`config.mk`:
```
export PLATFORM = sky130hd
export DESIGN_NAME = bcd_7seg
export DESIGN_NICKNAME = d
export VERILOG_FILES = /design/src/rtl/bcd_7seg_pkg.sv /design/src/rtl/bcd_7seg_dec.sv /design/src/rtl/bcd_7seg.sv
export SDC_FILE = /design/constraint.sdc
export NUM_CORES = 1
export LEC_CHECK = 0
export ABC_CLOCK_PERIOD_IN_PS = 1470
export CAP_MARGIN = 15
export CORE_AREA = 4 4 41 43
export DETAILED_ROUTE_END_ITERATION = 8
export DIE_AREA = 0 0 45 47
export PLACE_DENSITY = 0.72
export REMOVE_ABC_BUFFERS = 1
export SLEW_MARGIN = 20
export SYNTH_ARGS = -nofsm -noshare
export SYNTH_HDL_FRONTEND = slang
export SYNTH_SLANG_ARGS = --single-unit
```
`constraint.sdc`:
```
create_clock -name clk -period 1.47 [get_ports clk]
set_clock_uncertainty 0.2 [all_clocks]
set_input_delay 0.294 -clock clk [delete_from_list [all_inputs] [get_ports clk]]
set_output_delay 0.294 -clock clk [all_outputs]
set_load 0.03 [all_outputs]
```
`src/rtl/bcd_7seg_pkg.sv`:
```
// +----------------------------------------------------------------------+
// | Module      : bcd_7seg_pkg                                           |
// | Description : Shared glyph constants and types for the bcd_7seg      |
// |               seven-segment decoder. Glyphs are active-low, bit      |
// |               order g..a (bit 6 = g, bit 0 = a).                     |
// | Revision    : 1.0 - initial release                                  |
// +----------------------------------------------------------------------+
`default_nettype none

package bcd_7seg_pkg;

   // One digit's segment drives, active-low, {g,f,e,d,c,b,a}
   typedef logic [6:0] seg_t;

   localparam seg_t SEG_0     = 7'b1000000;
   localparam seg_t SEG_1     = 7'b1111001;
   localparam seg_t SEG_2     = 7'b0100100;
   localparam seg_t SEG_3     = 7'b0110000;
   localparam seg_t SEG_4     = 7'b0011001;
   localparam seg_t SEG_5     = 7'b0010010;
   localparam seg_t SEG_6     = 7'b0000010;  // 6 with tail on segment a
   localparam seg_t SEG_7     = 7'b1111000;
   localparam seg_t SEG_8     = 7'b0000000;
   localparam seg_t SEG_9     = 7'b0011000;  // 9 without tail on segment d
   localparam seg_t SEG_A     = 7'b0001000;
   localparam seg_t SEG_B     = 7'b0000011;  // lower-case b
   localparam seg_t SEG_C     = 7'b1000110;
   localparam seg_t SEG_D     = 7'b0100001;  // lower-case d
   localparam seg_t SEG_E     = 7'b0000110;
   localparam seg_t SEG_F     = 7'b0001110;

   localparam seg_t SEG_BLANK = 7'b1111111;  // all segments off
   localparam seg_t SEG_ALL   = 7'b0000000;  // all segments on
   localparam seg_t SEG_DASH  = 7'b0111111;  // middle bar (g) only

   // Full 16-entry glyph lookup. Whether codes 10-15 may actually be
   // shown is decided by the caller; the default keeps any unexpected
   // value from producing X.
   function automatic seg_t digit_glyph(input logic [3:0] n);
      seg_t g;
      case (n)
         4'd0:    g = SEG_0;
         4'd1:    g = SEG_1;
         4'd2:    g = SEG_2;
         4'd3:    g = SEG_3;
         4'd4:    g = SEG_4;
         4'd5:    g = SEG_5;
         4'd6:    g = SEG_6;
         4'd7:    g = SEG_7;
         4'd8:    g = SEG_8;
         4'd9:    g = SEG_9;
         4'd10:   g = SEG_A;
         4'd11:   g = SEG_B;
         4'd12:   g = SEG_C;
         4'd13:   g = SEG_D;
         4'd14:   g = SEG_E;
         4'd15:   g = SEG_F;
         default: g = SEG_DASH;
      endcase
      return g;
   endfunction

endpackage : bcd_7seg_pkg

`default_nettype wire

```
`src/rtl/bcd_7seg_dec.sv`:
```
// +----------------------------------------------------------------------+
// | Module      : bcd_7seg_dec                                           |
// | Description : Purely combinational num -> {seg, err} lookup.         |
// |               Build option BCD7SEG_HEX_EN: when defined, codes 10-15 |
// |               show hex glyphs A b C d E F with err=0; otherwise they |
// |               show a dash with err=1.                                |
// | Ports       : num [3:0] in  - value to decode                        |
// |               seg [6:0] out - active-low segments, g..a              |
// |               err       out - 1 when num is not displayable          |
// | Revision    : 1.0 - initial release                                  |
// +----------------------------------------------------------------------+
`default_nettype none

module bcd_7seg_dec
   import bcd_7seg_pkg::*;
(
   input  logic [3:0] num,
   output logic [6:0] seg,
   output logic       err
);

   always_comb begin
      seg = SEG_DASH;
      err = 1'b0;
`ifdef BCD7SEG_HEX_EN
      seg = digit_glyph(num);
`else
      if (num <= 4'd9) begin
         seg = digit_glyph(num);
      end else begin
         seg = SEG_DASH;
         err = 1'b1;
      end
`endif
   end

endmodule : bcd_7seg_dec

`default_nettype wire

```
`src/rtl/bcd_7seg.sv`:
```
// +----------------------------------------------------------------------+
// | Module      : bcd_7seg                                               |
// | Description : Registered BCD-to-seven-segment decoder for one        |
// |               common-anode (active-low) digit, with blanking, lamp   |
// |               test and a non-BCD error flag. One cycle latency.      |
// |               Build option BCD7SEG_HEX_EN enables hex glyphs for     |
// |               codes 10-15 (applied inside bcd_7seg_dec).             |
// | Ports       : clk            in  - system clock, rising edge         |
// |               rst            in  - synchronous active-high reset     |
// |               num [3:0]      in  - value to display                  |
// |               blank          in  - 1 = all segments off              |
// |               lamp_test      in  - 1 = all segments on               |
// |               seg [6:0]      out - active-low segments, seg[0]=a     |
// |               err            out - registered num not displayable    |
// | Revision    : 1.0 - initial release                                  |
// +----------------------------------------------------------------------+
`default_nettype none

module bcd_7seg
   import bcd_7seg_pkg::*;
(
   input  logic       clk,
   input  logic       rst,
   input  logic [3:0] num,
   input  logic       blank,
   input  logic       lamp_test,
   output logic [6:0] seg,
   output logic       err
);

   seg_t r_seg;
   logic r_err;
   seg_t w_dec_seg;
   logic w_dec_err;

   bcd_7seg_dec u_dec (
      .num (num),
      .seg (w_dec_seg),
      .err (w_dec_err)
   );

   // Priority: rst > lamp_test > blank > decode. Display overrides
   // mask err because nothing of num is being shown.
   always_ff @(posedge clk) begin
      if (rst) begin
         r_seg <= SEG_BLANK;
         r_err <= 1'b0;
      end else if (lamp_test) begin
         r_seg <= SEG_ALL;
         r_err <= 1'b0;
      end else if (blank) begin
         r_seg <= SEG_BLANK;
         r_err <= 1'b0;
      end else begin
         r_seg <= w_dec_seg;
         r_err <= w_dec_err;
      end
   end

   assign seg = r_seg;
   assign err = r_err;

endmodule : bcd_7seg

`default_nettype wire

```
==> impl_metrics.ini <==
[final_layout]
final_common_cell = buf_4
area_growth_pct = 56.68
nNetsFinal = 103
diodes = 0
final_cell_mix = buf_4, dfxtp_1, a21oi_1, ha_1, nor2_1
layout-drive-gt1-share_pct = 36.05
final_core_util_pct = 60.87

[grt]
grt_pass1_wl_um = 1711
grt_max_degree = 14
grt_use_total_pct = 11.08
grt_pass1_vias = 448
antenna_found_initial = 0
globalRoute.totalOverflow = 0

[clock_tree]
ctsLongestPathBuffers = 2
htreeDepth = 1
cts.sinks = 8
clk_pin_slew_worst_paths_ps = 50
cts_tree = yes
cts_root_buf = clkbuf_4
cts_buffers = 3
postCtsHoldBufs = 0

[logic_synthesis]
synth_cell_types = 25
synth_area_sq_um = 505.5
synth_compound_area_share_pct = 24.50
synth_adder_area_share_pct = 17.33
ys_ff_latch = 8
synth_top_family_by_area = compound AO/OA/AOI/OAI gates
yosys.area_share.simple_pct = 18.32
muxShareOfSynthArea_pct = 1.980
synth_cells = 55
synth_xor_area_share_pct = 0
avgSynthCellArea_sq_um = 9.191
ys_warn_count = 0
yosysSeqAreaShare_pct = 31.68

[die]
core_sq_um = 1301
start_util_pct = 38.85
die_y_um = 47
fp-row-count = 13
pin_count = 16
die_w_um = 45
die-area_sq_um = 2115

[critical_path]
cp_slowest_cell = dlygate4sd2_1
worstSetupStartpointType = flip-flop
path_max_fanout = 1
path_class = reg2out
cp-end-kind = output pin
cp_top_family = buffers and inverters
required_ps = 980
crit_chain = dlygate4sd2_1
path_buf_inv = 1
cpPeakStageDelay_ps = 390
worstPathArrival_ps = 930

[power_and_ir_drop]
ir_drop_mv = 0.2575
leakage_nw = 0.3916
power_density_nw_per_um2 = 733.0

[timing]
finalSetupViolCount = 0
layout_min_cycle_time_ps = 1427
holdWs_ps = 303.3
fmax_mhz = 701.0
slew_violations = 0
timing_hold_violations_final = 0
rsz0062_at_grt = no
slew_headroom_pct = 79.81
worstMarginPinSlew_ps = 304.1
period_share_pct = 97.04

[min_path]
hold_path.class = in2reg

[placed_design]
gp_congestion = 0.8558
portBuffers = 15
dp_hpwl_um = 900.8

[run]
cap_violations = 0

[status]
outcome = finished clean

[detailed_routing]
avgViaCountPerCell = 4.673
postRouteAntennaNets = 0
wl_per_cell_um = 10.80
route.detailed.drc = 0
vias = 472
drtIter0Drc = 6
dr.pass1.iters = 4
wl_um = 1091
==> worst paths after layout <==
kind	start	endpoint	slack, ps	depth (start not counted)
worst max-delay path	seg[3]	seg[3]	40	1
worst min-delay path	num[3]	err	300	2
==> kinds of logic after synthesis <==
family,count (synthesis)
compound gates,18
fa+ha+maj,7
buf+inv,6
flops,8
mux,1
simple gates,15
==> sequential cells by signal, indices dropped and copies added (netlist names) <==
register  count
err           1
seg           7
==> cells in the mapped netlist (all sizes together) <==
library cell	number	share of area (%)
mux2i	1	2.0
a22oi	1	1.5
nor2b	3	4.2
and2b	1	1.7
a31oi	3	3.7
a21o	3	4.5
ha	7	17
or2	1	1.2
a21boi	1	1.5
nand3	1	0.99
buf	2	3.2
and4b	1	2.0
a21oi	5	4.9
or2b	1	1.5
o21bai	1	1.5
nand2b	1	1.2
o221ai	1	1.7
or3b	1	1.7
nand2	1	0.74
inv	4	3.0
dfxtp	8	32
a211o	3	5.2
nor2	4	3.0
==> per-layer routing <==
metal | vias up | wire length (um) | track usage (%)
li1 | 256 | - | -
met1 | 204 | 502 | 12.79
met2 | 10 | 524 | 19.49
met3 | 2 | 46 | 1.149
met4 | 0 | 18 | 7.018
met5 | - | 0 | 0
==> report_power, final <==
part,internal [W],switching [W]
Combinational,0.0000917,0.0000981
Clock,0.0000924,0.0000600
Sequential,0.000234,0.00000386
Total,0.000418,0.000162
==> per-stage QoR <==
| stage | instances | power, W | setup TNS, ps | setup WS (ps) | cell area, sq um |
|---|---|---|---|---|---|
| 2_1_floorplan | 53 | 0.0003339 | 0 | 57.34 | 489.2 |
| 3_3_place_gp | 98 | 0.0004335 | -3493 | -486.9 | 758.2 |
| 3_5_place_dp | 98 | 0.0004361 | -3810 | -545.9 | 758.2 |
| 4_1_cts | 101 | 0.0005895 | 0 | 1.983 | 783.3 |
| 5_1_grt | 101 | 0.0006114 | 0 | 4.628 | 792.0 |
| 6_report | 101 | 0.0005805 | 0 | 43.49 | 792.0 |
==> layout make-up <==
class                   count  area, sq um
multi-input cells          41        332.8
repair buffers             30        242.7
flip-flops and latches      8        160.2
well taps                  15        18.77
inverters                   4        15.01
fillers                   123        509.2
clock buffers               3        22.52
==> what timing repair did <==
item / CTS / global route
gates resized for setup: 10 / 8
pin swaps: 1 / 1
setup buffers: 0 / 0
endpoints found under the setup margin: 11 / 6
No activity file was read; power rests on OpenSTA's default activity.
